### src/rtl/pi_servo.sv
// Proportional-integral servo stage fed by the IIR error filter.
// Power-of-two gains, one sample at a time, clamped actuator output with anti-windup.
module pi_servo #(
  parameter int DATAWIDTH  = 16,
  parameter int SHIFTWIDTH = 4,
  parameter int FRACBITS   = 16
) (
  input  logic                         clk,
  input  logic                         rst_n,
  input  logic                         din_valid,
  input  logic signed [DATAWIDTH-1:0]  din,
  input  logic signed [DATAWIDTH-1:0]  setpoint,
  input  logic        [SHIFTWIDTH-1:0] kp_shift,
  input  logic        [SHIFTWIDTH-1:0] ki_shift,
  input  logic                         hold,
  input  logic                         clear,
  input  logic signed [DATAWIDTH-1:0]  out_min,
  input  logic signed [DATAWIDTH-1:0]  out_max,
  output logic signed [DATAWIDTH-1:0]  dout,
  output logic                         dout_valid,
  output logic                         railed_hi,
  output logic                         railed_lo,
  output logic                         overrun
);

  localparam int ACCW = DATAWIDTH + FRACBITS + 2;
  localparam int EW   = DATAWIDTH + 1;

  localparam logic signed [ACCW-1:0]      ACC_MAX = {1'b0, {(ACCW-1){1'b1}}};
  localparam logic signed [ACCW-1:0]      ACC_MIN = {1'b1, {(ACCW-1){1'b0}}};
  localparam logic signed [DATAWIDTH-1:0] DW_MAX  = {1'b0, {(DATAWIDTH-1){1'b1}}};
  localparam logic signed [DATAWIDTH-1:0] DW_MIN  = {1'b1, {(DATAWIDTH-1){1'b0}}};

  typedef enum logic [2:0] {
    S_IDLE  = 3'd0,
    S_ERR   = 3'd1,
    S_PTERM = 3'd2,
    S_ACC   = 3'd3,
    S_SUM   = 3'd4
  } state_t;

  // Saturating ACCW-bit add: overflow is detected on the extra carry bit.
  function automatic logic signed [ACCW-1:0] sat_add(input logic signed [ACCW-1:0] a,
                                                      input logic signed [ACCW-1:0] b);
    logic signed [ACCW:0] s;
    s = {a[ACCW-1], a} + {b[ACCW-1], b};
    if (s[ACCW] != s[ACCW-1]) begin
      sat_add = s[ACCW] ? ACC_MIN : ACC_MAX;
    end else begin
      sat_add = s[ACCW-1:0];
    end
  endfunction

  // Saturate a wide signed value into the DATAWIDTH signed range.
  function automatic logic signed [DATAWIDTH-1:0] sat_dw(input logic signed [ACCW:0] v);
    if ((&v[ACCW:DATAWIDTH-1]) || (~|v[ACCW:DATAWIDTH-1])) begin
      sat_dw = v[DATAWIDTH-1:0];
    end else begin
      sat_dw = v[ACCW] ? DW_MIN : DW_MAX;
    end
  endfunction

  state_t                      state_r;
  logic signed [EW-1:0]        e_r;
  logic signed [ACCW-1:0]      ex_r;
  logic signed [ACCW-1:0]      p_r;
  logic signed [ACCW-1:0]      acc_r;

  logic                        e_pos_s;
  logic                        e_neg_s;
  logic                        blocked_s;
  logic signed [ACCW-1:0]      acc_next_s;
  logic signed [ACCW:0]        sum_s;
  logic signed [ACCW:0]        u_s;
  logic signed [DATAWIDTH-1:0] usat_s;
  logic signed [DATAWIDTH-1:0] mid_s;
  logic signed [DATAWIDTH-1:0] final_s;
  logic                        hi_s;
  logic                        lo_s;

  // Integrator update: clear on zero gain, freeze on hold or when pushing further into a rail.
  always_comb begin
    e_pos_s    = (!ex_r[ACCW-1]) && (ex_r != {ACCW{1'b0}});
    e_neg_s    = ex_r[ACCW-1];
    blocked_s  = (railed_hi && e_pos_s) || (railed_lo && e_neg_s);
    acc_next_s = acc_r;
    if (ki_shift == {SHIFTWIDTH{1'b0}}) begin
      acc_next_s = {ACCW{1'b0}};
    end else if (!hold && !blocked_s) begin
      acc_next_s = sat_add(acc_r, ex_r <<< ki_shift);
    end else begin
      acc_next_s = acc_r;
    end
  end

  // Output path: floor-shift, saturate, then clamp high followed by low so out_min wins.
  always_comb begin
    sum_s   = {p_r[ACCW-1], p_r} + {acc_r[ACCW-1], acc_r};
    u_s     = sum_s >>> FRACBITS;
    usat_s  = sat_dw(u_s);
    hi_s    = (usat_s > out_max);
    mid_s   = hi_s ? out_max : usat_s;
    lo_s    = (mid_s < out_min);
    final_s = lo_s ? out_min : mid_s;
  end

  // Sequencer and all registered state; clear aborts the sample and empties the integrator.
  always_ff @(posedge clk or negedge rst_n) begin
    if (!rst_n) begin
      state_r    <= S_IDLE;
      e_r        <= {EW{1'b0}};
      ex_r       <= {ACCW{1'b0}};
      p_r        <= {ACCW{1'b0}};
      acc_r      <= {ACCW{1'b0}};
      dout       <= {DATAWIDTH{1'b0}};
      dout_valid <= 1'b0;
      railed_hi  <= 1'b0;
      railed_lo  <= 1'b0;
      overrun    <= 1'b0;
    end else if (clear) begin
      state_r    <= S_IDLE;
      acc_r      <= {ACCW{1'b0}};
      dout_valid <= 1'b0;
    end else begin
      dout_valid <= 1'b0;
      if (din_valid && (state_r != S_IDLE)) begin
        overrun <= 1'b1;
      end
      case (state_r)
        S_IDLE: begin
          if (din_valid) begin
            e_r     <= {setpoint[DATAWIDTH-1], setpoint} - {din[DATAWIDTH-1], din};
            state_r <= S_ERR;
          end
        end
        S_ERR: begin
          ex_r    <= {{(ACCW-EW){e_r[EW-1]}}, e_r};
          state_r <= S_PTERM;
        end
        S_PTERM: begin
          p_r     <= (kp_shift == {SHIFTWIDTH{1'b0}}) ? {ACCW{1'b0}} : (ex_r <<< kp_shift);
          state_r <= S_ACC;
        end
        S_ACC: begin
          acc_r   <= acc_next_s;
          state_r <= S_SUM;
        end
        S_SUM: begin
          dout       <= final_s;
          railed_hi  <= hi_s && !lo_s;
          railed_lo  <= lo_s;
          dout_valid <= 1'b1;
          state_r    <= S_IDLE;
        end
        default: begin
          state_r <= S_IDLE;
        end
      endcase
    end
  end

endmodule

### config.mk
export PLATFORM = sky130hd
export DESIGN_NAME = pi_servo
export DESIGN_NICKNAME = d
export VERILOG_FILES = /design/src/rtl/pi_servo.sv
export SDC_FILE = /design/constraint.sdc
export NUM_CORES = 1
export LEC_CHECK = 0
export BUFFER_PORTS_ARGS = -buffer_cell sky130_fd_sc_hd__buf_2
export CAP_MARGIN = 40
export CORE_MARGIN = 1.5
export CORE_UTILIZATION = 35
export DETAILED_ROUTE_END_ITERATION = 7
export PLACE_DENSITY = 0.55
export SLEW_MARGIN = 20
export SYNTH_ARGS = -nofsm -noshare
export SYNTH_HDL_FRONTEND = slang
export SYNTH_SLANG_ARGS = --single-unit
### constraint.sdc
create_clock -name clk -period 6.9 [get_ports clk]
set_input_delay 0.345 -clock clk [delete_from_list [all_inputs] [get_ports clk]]
set_output_delay 0.345 -clock clk [all_outputs]
set_load 0.005 [all_outputs]
# Word level (Yosys, flattened, before mapping)
# Cells that the tools add are included.
[op_classes] n_addsub=3 order_cmp=2 eq_ne=6 shifts=2 muxes=16 n_bitwise=1 reduce_logical=28
[ops] op="$mux 34" count=7
[ops] op="$add 34x34->35" count=2
[ops] op="$mux 16" count=4
[ops] op="$reduce_bool 34->1" count=1
[ops] op="$sshl 17x4->34" count=1
[ops] op="$sshl 34x4->34" count=1
[ops] op="$sub 16x16->17" count=1
[ops] op="$gt 16x16->1" count=1
[ops] op="$lt 16x16->1" count=1
[ops] op="$pmux 3 s4" count=1
[ops] op="$reduce_and 2->1" count=5
[ops] op="$logic_not 4->1" count=2
[ops] op="$eq 3x2->1 const B" count=2
[ops] op="$logic_and 1x1->1" count=6
[ops] op="$mux 3" count=2
[ops] op="$reduce_bool 3->1" count=2
[ops] op="$logic_not 1->1" count=5
[ops] op="$reduce_and 4->1" count=1
[ops] op="$reduce_or 4->1" count=1
[ops] op="$eq 3x1->1 const B" count=1
[ops] op="$eq 3x3->1 const B" count=1
[ops] op="$logic_not 3->1" count=1
[ops] op="$ne 3x3->1 const B" count=1
[ops] op="$reduce_and 3->1" count=1
[ops] op="5 further kinds" count=7
[word_totals] regBits=125 in_bits=77 out_inout_bits=20 elab_cells=68

# Longest topological paths before layout
# Gate-level depths: netlist of run 1.
[logic_depth] ltp_word=10 depth_mapped=38

# Worst setup path after synthesis of run 1
# No wires, ideal clock.
[synth_timing] path_kind="register to register" start="reg acc_r[25]" end="reg dout[0]" t_arrival_ps=6951 t_required_ps=6768 setup_slack_ps=-184 stages_incl_launch_ff=36 synth_period_minus_slack_ps=7084 cell_sequence="dfrtp_1 ha_1 a21o_1 a21o_1 a21o_1 a211oi_1 o21ai_0 or3_4 a211o_1 nand2b_1 clkbuf_1 buf_2 o21ai_0 ha_1 nand4_1 nor2_1 nand2_1 or4_1 nand3_1 clkbuf_1 buf_1 clkbuf_1 o22a_1 ha_1 a21o_1 a21o_1 a21oi_1 a211o_1 a21oi_1 nor3_1 a31o_2 o41a_1 buf_4 buf_6 mux2i_1 o21ai_1"
[synth_via] elab_chain_len=9
[synth_rtl] element="start: declaration" line="67" source="logic signed [ACCW-1:0] acc_r;"
[synth_rtl] element="start signal: assignment" line="114" source="acc_r <= {ACCW{1'b0}};"
[synth_rtl] element="start signal: assignment" line="122" source="acc_r <= {ACCW{1'b0}};"
[synth_rtl] element="start signal: assignment" line="145" source="acc_r <= acc_next_s;"
[synth_rtl] element="$add 34x34->35 (*)" line="98" source="sum_s = {p_r[ACCW-1], p_r} + {acc_r[ACCW-1], acc_r};"
[synth_rtl] element="$reduce_or 4->1" line="56" source="if ((&v[ACCW:DATAWIDTH-1]) || (~|v[ACCW:DATAWIDTH-1])) begin"
[synth_rtl] element="$logic_not 1->1" line="56"
[synth_rtl] element="$logic_or 1x1->1" line="56"
[synth_rtl] element="$mux 16 (*)" line="56"
[synth_rtl] element="$gt 16x16->1" line="101" source="hi_s = (usat_s > out_max);"
[synth_rtl] element="$mux 16 (*)" line="102" source="mid_s = hi_s ? out_max : usat_s;"
[synth_rtl] element="$lt 16x16->1" line="103" source="lo_s = (mid_s < out_min);"
[synth_rtl] element="$mux 16 (*)" line="104" source="final_s = lo_s ? out_min : mid_s;"
[synth_rtl] element="end signal: assignment" line="115" source="dout <= {DATAWIDTH{1'b0}};"
[synth_rtl] element="end signal: assignment" line="149" source="dout <= final_s;"
[synth_rtl] element="end: declaration" line="19" source="output logic signed [DATAWIDTH-1:0] dout,"
# Every way passes the cells marked *; elsewhere a longest branch is shown, timed or not.
# A chain may end at the register's enable or synchronous reset.

# Worst setup path after layout of run 1
[layout_timing] start="reg acc_r[8]" end="reg dout[4]"
# The elaborated chain is that of the path after synthesis.

==> results of run 1 <==
cells in the mapped netlist (6+ instances only):
master     instances
buf_1              7
a211oi_1          13
and3_1            11
buf_2              7
dfrtp_1          123
xor2_1            11
nand2_1          168
o31ai_1           15
nand2b_1          19
o211ai_1          18
or3_1              7
o22ai_1            6
o21ai_1           50
nor2_1           140
nor2b_1           19
o21bai_1          14
a211o_1            8
a21boi_0           7
nand4_1           16
nor4_1             8
a311oi_1           8
o21ai_0           82
ha_1             114
nand3_1           28
o41ai_1            6
and2_1            11
mux2_2            28
o21a_1            17
inv_1             86
a31oi_1            8
mux2i_1           44
a21oi_1          116
xnor2_1           33
clkbuf_1          50
a2111oi_0          6
a221oi_1          11
nor3_1            26
a21o_1            32
area by class of cell:
cell class / instances / area, sq um
antenna: 1 / 2.50
clock buffer: 19 / 433
clock inverter: 13 / 111
fill: 3323 / 18500
inverter: 87 / 327
multi-input combinational: 1175 / 8490
sequential: 123 / 3090
tap: 442 / 553
timing repair buffer: 185 / 1220
layout by cell type (no fill, tap or decap), types with 6 or more instances in the layout:
cell,n
inv_1,84
ha_1,98
dfrtp_2,6
nor4_1,6
buf_6,6
xor2_1,11
a31oi_1,6
dfrtp_1,117
a21o_1,31
nand2b_1,18
o211ai_1,18
buf_2,95
or3_1,7
nor2_1,137
xnor2_1,32
mux2i_1,44
and2_1,10
and3_1,11
buf_4,80
nand4_1,16
a21boi_0,7
nor2b_1,19
o21bai_1,14
clkbuf_16,17
a21oi_1,102
mux2_2,28
ha_4,15
a211o_1,8
o21ai_1,56
nand2_1,167
a221oi_1,10
o21a_1,17
a211oi_1,12
o21ai_0,72
a21oi_2,13
o31ai_1,14
nor3_1,24
nand3_1,27
worst max-delay path: cells and delay by family, from the launching register on:
family	cells	cell delay [ns]
compound gates	13	2.76
simple gates	9	1.63
fa+ha+maj	3	0.75
buf+inv	6	0.71
flops	1	0.46
mux	1	0.32
stage by stage:
step | hold slack (ns) | instance area, sq um
2_1_floorplan | 0.0494 | 11700
3_3_place_gp | 0.436 | 12900
3_5_place_dp | 0.437 | 13000
4_1_cts | 0.134 | 13600
5_1_grt | 0.159 | 14200
6_report | 0.147 | 14200
flip-flops by register name, summed over array words and instances (netlist names):
register and flops:
e_r 17, railed_hi 1, dout_valid 1, p_r 32, dout 16, state_r 3
ex_r 17, overrun 1, acc_r 34, railed_lo 1
per-layer routing:
metal	share of wire [%]	wire length (um)	GRT usage [%]
met1	45	16100	26.5
met2	48	17100	35.7
met3	3.5	1260	3.17
met4	3.5	1230	9.03
met5	0.020	7	0
power breakdown:
group / switching, W / internal, W / total, W
Sequential: 0.000285 / 0.000924 / 0.00121
Clock: 0.000386 / 0.000468 / 0.000854
Combinational: 0.00211 / 0.00199 / 0.00410
Total: 0.00278 / 0.00338 / 0.00616
repair_timing:
item / 4_1_cts / 5_1_grt
cloned: 0 / 1
pin swaps: 1 / 44
hold buffers: 1 / 0
hold endpoints to repair: 24 / 0
resized for setup: 9 / 89
buffers inserted: 1 / 24
setup endpoints to repair: 18 / 18
kinds of logic (layout without fill, tap and decap cells):
| group | count (synthesis) | in the layout | share of synthesized area [%] |
|---|---|---|---|
| flip-flops | 123 | 123 | 26.3 |
| AND/OR/NAND/NOR | 475 | 475 | 18.7 |
| buffers and inverters | 158 | 304 | 5.43 |
| multiplexers | 78 | 79 | 7.55 |
| other | 0 | 1 | 0 |
| adder cells (fa/ha/maj) | 116 | 116 | 12.5 |
| AO/OA/AOI/OAI | 461 | 461 | 26.2 |
| XOR/XNOR | 44 | 44 | 3.29 |
final timing paths:
path	from	endpoint	slack, ns	cells after the start
worst max-delay path	acc_r[8]$_DFFE_PN0P_	dout[4]$_DFFE_PN0P_	0.14	32
worst min-delay path	din_valid	state_r[0]$_DFFE_PN0P_	0.15	2
worst max register to register	acc_r[8]$_DFFE_PN0P_	dout[4]$_DFFE_PN0P_	0.14	32
worst min register to register	overrun$_DFFE_PN0P_	overrun$_DFFE_PN0P_	0.47	1
max in group asynchronous	rst_n	acc_r[20]$_DFFE_PN0P_	5.13	4
min in group asynchronous	rst_n	dout[15]$_DFFE_PN0P_	0.49	2
==> results.tsv, run 1 <==
stage	metric	value	unit
timing	rsz0062_at_grt	yes	
detailed_routing	finalWirelength	35.7	mm
detailed_routing	ant_nets	0	
logic_synthesis	syn_inst	1455	
clock_network	numCtsBuffers	17	
logic_synthesis	yosysWarnings	0	
worst_setup_path	crit_type	reg2reg	
finish	syn2layout_area_growth	21.5	%
die	io_pins	97	
timing	hold_viol_final	0	
clock_network	cts_root_buf	clkbuf_16	
pwr	peakVddDrop	0.000288	V
pwr	leakagePower	6.68	nW
logic_synthesis	synthDominantCellAreaShare	26.3	%
logic_synthesis	synth_cell_type_count	82	
logic_synthesis	synth.area.top_cells	dfrtp_1 (26%), ha_1 (12%), nand2_1 (5.4%), a21oi_1 (5.0%), nor2_1 (4.5%)	
logic_synthesis	syn-cell-area	11700	sq um
placement	place_ws	-0.277	ns
detailed_routing	drc	0	
finish	nNetsFinal	1782	
logic_synthesis	yosysSeqAreaShare	26.3	%
worst_setup_path	start_kind	flop	
die	die-area	34500	sq um
worst_setup_path	required	7.22	ns
global_route	grtUsageTotal	21.1	%
timing	clock_skew	0.0131	ns
finish	drive_above_1_share	22.0	%
worst_setup_path	cp-end-kind	flop	
logic_synthesis	synth_top_area_cell	dfrtp_1	
worst_setup_path	path_max_fanout	8	
die	chipWidth	186	um
detailed_routing	drtPass1Iterations	5	
logic_synthesis	synth_nets	1648	
pwr	power	0.00616	W
global_route	grt_pass1_wl	56.8	mm
worst_hold_path	min_path_type	in2reg	
worst_setup_path	max_stage_delay	0.53	ns
clock_network	clkLatencyLatePin	0.44	ns
worst_setup_path	cpMaxStageDelayCell	or4_4	
timing	relSlewSlack	45.9	%
timing	setup_ws	0.145	ns
timing	finalCritPeriodShare	97.9	%
detailed_routing	vias	11123	
die	die_y	186	um
clock_network	cts_max_path_buffers	2	
global_route	grt.overflow.total	0	
timing	period_minus_slack	6.76	ns
global_route	antenna_found_initial	4	
worst_setup_path	arrival	7.07	ns
finish	fin_util	43.5	%
clock_network	cts_tree	done	
logic_synthesis	async_flop_share	100	%
timing	tightest_slew	0.801	ns
logic_synthesis	synth_edf_count	0	
timing	finalSetupViolCount	0	
status	outcome	complete, no violations	
logic_synthesis	ys_ff_latch	123	
detailed_routing	wl_per_cell	17.5	um
global_route	grt_max_degree	57	
placement	gp_congestion	0.966	
job	drv_cap	0	
clock_network	cts.sink_count	123	
timing	fin_tns_setup	0	ns
finish	final_cells	2045	
global_route	grt_pass1_vias	10769	
placement	dp.cells	1985	
placement	hpwl	27.6	mm
logic_synthesis	synthFlopType	dfrtp_1	
die	initial_core_util	35.8	%
timing	report.final.slew_viol_count	0	
die	num_rows	66	
detailed_routing	drt_iter0_drc	610	
clock_network	htreeDepth	4	
detailed_routing	viasPerCell	5.44	
placement	portBuffers	96	
pwr	p_per_area	433	nW/um^2
clock_network	clk_pin_slew	0.06	ns
logic_synthesis	synthesis.area_per_instance	8.04	sq um
timing	fmax	148	MHz
die	core	32700	sq um
No activity file was read; power rests on OpenSTA's default activity.
==> run 2, diff against run 1 <==
--- a/config.mk
+++ b/config.mk
@@ -5,11 +5,13 @@
 export SDC_FILE = /design/constraint.sdc
 export NUM_CORES = 1
 export LEC_CHECK = 0
+export ABC_AREA = 1
 export BUFFER_PORTS_ARGS = -buffer_cell sky130_fd_sc_hd__buf_2
 export CAP_MARGIN = 40
 export CORE_MARGIN = 1.5
 export CORE_UTILIZATION = 35
 export DETAILED_ROUTE_END_ITERATION = 7
+export GPL_TIMING_DRIVEN = 0
 export PLACE_DENSITY = 0.55
 export SLEW_MARGIN = 20
 export SYNTH_ARGS = -nofsm -noshare
==> results.tsv, run 2 <==
stage	metric	value	unit
detailed_routing	ant_nets	0	
timing	rsz0062_at_grt	no	
clock_network	clk_pin_slew	0.06	ns
finish	fillers	3576	
logic_synthesis	ys_ff_latch	123	
clock_network	clkLatencyLatePin	0.44	ns
logic_synthesis	synth_cell_type_count	55	
finish	final_common_cell	nand2_1	
die	io_pins	97	
die	num_rows	67	
clock_network	cts_tree	done	
pwr	intPower	0.00309	W
worst_setup_path	regToRegSetupSlack	0.66	ns
detailed_routing	finalWirelength	35.9	mm
worst_setup_path	arrival	6.56	ns
die	initial_core_util	35.5	%
die	die_y	187	um
logic_synthesis	yosysWarnings	0	
timing	fin_tns_setup	0	ns
worst_hold_path	hold_end	state_r[2]$_DFFE_PN0P_	
logic_synthesis	async_flop_share	100	%
logic_synthesis	syn_inst	1785	
global_route	grt_pass1_vias	11413	
pwr	p_per_area	488	nW/um^2
job	drv_cap	0	
timing	report.final.slew_viol_count	0	
worst_hold_path	min_path_type	in2reg	
die	core	33400	sq um
finish	largest_reg_flops	34	
placement	hpwl	30.4	mm
timing	clock_skew	0.0105	ns
worst_hold_path	min_path_cells	2	
finish	fin_util	40.5	%
logic_synthesis	synthesis.area_per_instance	6.66	sq um
worst_setup_path	start_kind	flop	
timing	tightest_slew	0.957	ns
timing	hold_ws	0.138	ns
global_route	antenna_found_initial	0	
pwr	leakagePower	7.05	nW
clock_network	cts_max_path_buffers	2	
pwr	p_comb_share	68.0	%
worst_setup_path	cp-end-kind	flop	
pwr	p_sw_share	53.3	%
timing	finalCritPeriodShare	90.4	%
global_route	grt.overflow.total	0	
clock_network	htreeDepth	4	
logic_synthesis	synth_nets	1978	
detailed_routing	drt_iter0_drc	698	
logic_synthesis	synthTopCellsByCount	nand2_1 (462), inv_1 (252), o21ai_0 (216)	
logic_synthesis	synth.area.top_cells	dfrtp_1 (26%), nand2_1 (15%), ha_1 (12%), o21ai_0 (9.1%), inv_1 (8.0%)	
pwr	pwr-share-clk	13.8	%
timing	hold_viol_final	0	
worst_setup_path	cpMaxStageDelayCell	dfrtp_1	
logic_synthesis	synth_edf_count	0	
finish	nNetsFinal	2090	
finish	final_cell_mix	nand2_1 (462), inv_1 (252), o21ai_0 (215)	
clock_network	cts_root_buf	clkbuf_16	
logic_synthesis	yosysMostFrequentCell	nand2_1	
worst_setup_path	required	7.23	ns
detailed_routing	drc	0	
worst_setup_path	max_stage_delay	0.44	ns
finish	n_antenna_cell	0	
placement	gp_congestion	0.907	
timing	setup_ws	0.662	ns
clock_network	cts.sink_count	123	
detailed_routing	wl_per_cell	15.2	um
logic_synthesis	synthFlopType	dfrtp_1	
timing	finalSetupViolCount	0	
pwr	p_switching	0.00353	W
logic_synthesis	synth_top_area_cell	dfrtp_1	
finish	multi_input_area	7590	sq um
finish	largestRegisters	acc_r (34), p_r (32)	
placement	portBuffers	91	
clock_network	cts_setup_buffers	0	
finish	seq_area	3080	sq um
detailed_routing	vias	11811	
timing	fmax	160	MHz
timing	relSlewSlack	36.2	%
worst_setup_path	path_max_fanout	10	
detailed_routing	viasPerCell	5.01	
worst_setup_path	cpMostUsedCell	nand2_1	
finish	drive_above_1_share	10.5	%
global_route	grtUsageTotal	20.8	%
worst_setup_path	rr_worst_depth	37	
logic_synthesis	syn-cell-area	11900	sq um
logic_synthesis	synthDominantCellAreaShare	25.9	%
die	chipWidth	187	um
global_route	grt_pass1_wl	58.0	mm
timing	period_minus_slack	6.24	ns
pwr	seqPwrFrac	18.2	%
pwr	peakVddDrop	0.000265	V
detailed_routing	drtPass1Iterations	5	
worst_setup_path	crit_type	reg2reg	
worst_hold_path	holdCritStartpoint	clear	
placement	place_ws	0.521	ns
logic_synthesis	yosysSeqAreaShare	25.9	%
finish	largest_register	acc_r	
finish	syn2layout_area_growth	13.9	%
clock_network	numCtsBuffers	17	
die	die-area	35100	sq um
worst_setup_path	r2r_end	dout[8]$_DFFE_PN0P_	
status	outcome	complete, no violations	
global_route	grt_max_degree	67	
worst_setup_path	rr_startpoint	acc_r[17]$_DFFE_PN0P_	
## run 2: changes by cell type after synthesis, sizes merged, moves of 27 or more
| cell | before | now |
|---|---|---|
| nand2 | 168 | 484 |
| nand3 | 28 | 92 |
| nor2 | 141 | 114 |
| mux2 | 29 | 0 |
| a21o | 32 | 3 |
| mux2i | 44 | 15 |
| inv | 86 | 257 |
| o21ai | 132 | 231 |
## run 2: how the worst max path moves through the flow
stage | endpoint | cells after the start | from
floorplan | dout[0]$_DFFE_PN0P_ | 40 | p_r[32]$_DFFE_PN0P_
global placement | dout[0]$_DFFE_PN0P_ | 35 | acc_r[17]$_DFFE_PN0P_
detailed placement | dout[8]$_DFFE_PN0P_ | 35 | acc_r[17]$_DFFE_PN0P_
CTS | dout[8]$_DFFE_PN0P_ | 35 | acc_r[17]$_DFFE_PN0P_
global route | dout[0]$_DFFE_PN0P_ | 36 | acc_r[17]$_DFFE_PN0P_
finish | dout[8]$_DFFE_PN0P_ | 37 | acc_r[17]$_DFFE_PN0P_
## run 2: per-layer routing
layer / track usage [%] / wire, um / vias up
met4: 5.89 / 734 / 0
li1: - / - / 6130
met1: 28.1 / 17300 / 5428
met3: 2.42 / 1190 / 43
met5: 0 / 0 / -
met2: 35.1 / 16600 / 210
## run 2: critical path, delay by kind of cell, from the launching register on
kind | cells | cell delay [ns]
AND/OR/NAND/NOR | 20 | 1.99
AO/OA/AOI/OAI | 8 | 1.79
buffers and inverters | 6 | 0.95
adder cells (fa/ha/maj) | 3 | 0.94
flip-flops | 1 | 0.44
## run 2: power groups by stage
stage / Sequential, W / Combinational (W) / Clock (W)
2_1_floorplan: 0.00112 / 0.00337 / 0
5_1_grt: 0.00124 / 0.00514 / 0.000962
4_1_cts: 0.00121 / 0.00446 / 0.000932
3_3_place_gp: 0.00121 / 0.00437 / 0
6_report: 0.00121 / 0.00450 / 0.000911
3_5_place_dp: 0.00122 / 0.00444 / 0
## run 2: layout make-up
type                            count  area share, %
Multi-Input combinational cell   1344           56.0
Sequential cell                   123           22.7
Inverter                          261           7.23
Tap cell                          448           4.14
Timing Repair Buffer               93           3.71
Clock buffer                       18           3.24
Buffer                             57           1.84
Clock inverter                     14           1.08
## run 2: kinds of logic (layout without fill, tap and decap cells)
family / Yosys count / after routing / share of synthesized area [%]
simple gates: 729 / 729 / 26.2
compound gates: 435 / 435 / 20.4
buf+inv: 318 / 443 / 10.3
flops: 123 / 123 / 25.9
fa+ha+maj: 116 / 116 / 12.3
xor+xnor: 49 / 49 / 3.61
mux: 15 / 15 / 1.26
## run 2: timing repair
item,in CTS,in global routing
endpoints found under the setup margin,0,16
resized for setup,0,8
hold endpoints to repair,57,0
hold buffers,1,0
## run 2: stage by stage
step / instances / power, W / instance area [sq um]
2_1_floorplan: 1785 / 0.00449 / 11900
3_3_place_gp: 2324 / 0.00558 / 12900
3_5_place_dp: 2325 / 0.00566 / 12900
4_1_cts: 2358 / 0.00660 / 13500
5_1_grt: 2358 / 0.00735 / 13500
6_report: 2358 / 0.00661 / 13500
==> run 3, diff against run 2 <==
--- a/config.mk
+++ b/config.mk
@@ -9,10 +9,10 @@
 export BUFFER_PORTS_ARGS = -buffer_cell sky130_fd_sc_hd__buf_2
 export CAP_MARGIN = 40
 export CORE_MARGIN = 1.5
-export CORE_UTILIZATION = 35
+export CORE_UTILIZATION = 56
 export DETAILED_ROUTE_END_ITERATION = 7
 export GPL_TIMING_DRIVEN = 0
-export PLACE_DENSITY = 0.55
+export PLACE_DENSITY = 0.8
 export SLEW_MARGIN = 20
 export SYNTH_ARGS = -nofsm -noshare
 export SYNTH_HDL_FRONTEND = slang
==> results.tsv, run 3 (synthesized netlist as in run 2, its figures left out) <==
stage	metric	value	unit
status	outcome	complete, no violations	
clock_network	cts_setup_buffers	0	
timing	rsz0062_at_grt	no	
finish	nNetsFinal	2090	
pwr	p_sw_share	52.6	%
timing	hold_viol_final	0	
detailed_routing	ant_nets	0	
timing	fin_tns_setup	0	ns
global_route	grt_pass1_vias	11193	
finish	syn2layout_area_growth	12.5	%
global_route	grt.overflow.total	0	
worst_hold_path	hold_end	state_r[2]$_DFFE_PN0P_	
worst_setup_path	cp-end-kind	flop	
global_route	grtUsageTotal	31.4	%
timing	finalCritPeriodShare	91.5	%
die	die_y	149	um
placement	gp_congestion	1.01	
clock_network	htreeDepth	4	
worst_setup_path	crit_type	reg2reg	
worst_setup_path	arrival	6.64	ns
pwr	leakagePower	7.07	nW
clock_network	cts.hold.buffers_added	1	
detailed_routing	finalWirelength	34.1	mm
timing	clock_skew	0.0132	ns
worst_setup_path	regToRegSetupSlack	0.59	ns
finish	fin_util	63.8	%
global_route	antenna_found_initial	0	
placement	portBuffers	91	
worst_setup_path	max_stage_delay	0.53	ns
worst_setup_path	start_kind	flop	
worst_hold_path	holdCritStartpoint	clear	
finish	largestRegisters	acc_r (34), p_r (32)	
clock_network	clkLatencyLatePin	0.43	ns
worst_hold_path	min_path_cells	2	
worst_setup_path	cpMaxStageDelayCell	ha_1	
timing	finalSetupViolCount	0	
pwr	p_switching	0.00350	W
pwr	peakVddDrop	0.000327	V
worst_setup_path	rr_worst_depth	37	
die	num_rows	53	
detailed_routing	drtPass1Iterations	6	
die	die-area	22100	sq um
clock_network	cts_max_path_buffers	2	
detailed_routing	drc	0	
clock_network	cts_root_buf	clkbuf_16	
clock_network	clk_pin_slew	0.07	ns
worst_setup_path	path_max_fanout	10	
clock_network	numCtsBuffers	17	
worst_setup_path	rr_startpoint	acc_r[5]$_DFFE_PN0P_	
detailed_routing	wl_per_cell	15.6	um
pwr	intPower	0.00315	W
timing	hold_ws	0.154	ns
finish	largest_register	acc_r	
worst_setup_path	required	7.22	ns
worst_hold_path	min_path_type	in2reg	
job	drv_cap	0	
timing	period_minus_slack	6.31	ns
timing	fmax	158	MHz
finish	final_common_cell	nand2_1	
pwr	p_comb_share	67.0	%
pwr	p_per_area	498	nW/um^2
die	initial_core_util	56.7	%
finish	fillers	1946	
finish	largest_reg_flops	34	
global_route	grt_pass1_wl	54.4	mm
pwr	seqPwrFrac	18.2	%
finish	drive_above_1_share	10.3	%
clock_network	cts.sink_count	123	
die	core	21000	sq um
finish	final_cell_mix	nand2_1 (462), inv_1 (252), o21ai_0 (216)	
global_route	grt_max_degree	71	
worst_setup_path	r2r_end	dout[4]$_DFFE_PN0P_	
detailed_routing	drt_iter0_drc	1065	
detailed_routing	vias	12158	
clock_network	cts_tree	done	
clock_network	cts.repair.resized	0	
timing	tightest_slew	1.06	ns
placement	hpwl	28.3	mm
timing	report.final.slew_viol_count	0	
pwr	pwr-share-clk	14.8	%
detailed_routing	viasPerCell	5.56	
worst_setup_path	cpMostUsedCell	nand2_1	
timing	relSlewSlack	29.6	%
die	io_pins	97	
die	chipWidth	149	um
-- run 3: critical path, delay by kind of cell (launching register included) --
family / cells / cell delay (ns)
and+or+nand+nor: 23 / 2.38
adders and majority gates: 3 / 1.17
AOI/OAI and AO/OA: 6 / 1.15
buffers and inverters: 5 / 1.01
DFF: 1 / 0.45
-- run 3: metal layers --
metal  GRT usage, %  part of all wire [%]  routed length [um]  vias up
li1               -                     -                   -     6124
met1           41.7                    45               15300     5583
met3           4.20                   5.7                1930       62
met4           11.6                   2.8                 969        0
met2           52.0                    47               15900      389
met5              0                     0                   0        -
-- run 3: power groups by stage --
stage	sequential [W]	clock (W)	combinational, W
detailed placement	0.00122	0	0.00437
floorplan	0.00112	0	0.00337
global placement	0.00121	0	0.00426
global route	0.00124	0.00103	0.00505
CTS	0.00121	0.000992	0.00440
finish	0.00121	0.000986	0.00446
-- run 3: layout make-up --
type | instances | area, sq um | share of cell area [%]
clock inverter | 15 | 213 | 1.59
inverter | 261 | 980 | 7.33
tap | 275 | 344 | 2.57
multi-input combinational | 1344 | 7590 | 56.7
buffer | 57 | 245 | 1.83
clock buffer | 17 | 425 | 3.18
sequential | 123 | 3080 | 23.0
timing repair buffer | 93 | 499 | 3.73
antenna | 1 | 2.50 | 0.0187
-- run 3: how the worst max path moves through the flow --
stage,from,to,depth (start not counted)
after floorplan,p_r[32]$_DFFE_PN0P_,dout[0]$_DFFE_PN0P_,40
after global placement,acc_r[8]$_DFFE_PN0P_,dout[1]$_DFFE_PN0P_,38
after detailed placement,acc_r[5]$_DFFE_PN0P_,dout[4]$_DFFE_PN0P_,37
after CTS,acc_r[5]$_DFFE_PN0P_,dout[4]$_DFFE_PN0P_,37
after global routing,acc_r[5]$_DFFE_PN0P_,dout[0]$_DFFE_PN0P_,37
final,acc_r[5]$_DFFE_PN0P_,dout[4]$_DFFE_PN0P_,37
-- run 3: through the flow --
stage	cell area (sq um)	setup WS, ns	std cells	power [W]
floorplan	11900	1.87	1785	0.00449
global placement	12700	0.884	2151	0.00546
detailed placement	12700	0.748	2152	0.00558
CTS	13400	0.705	2185	0.00660
global route	13400	0.0544	2185	0.00732
finish	13400	0.590	2186	0.00666
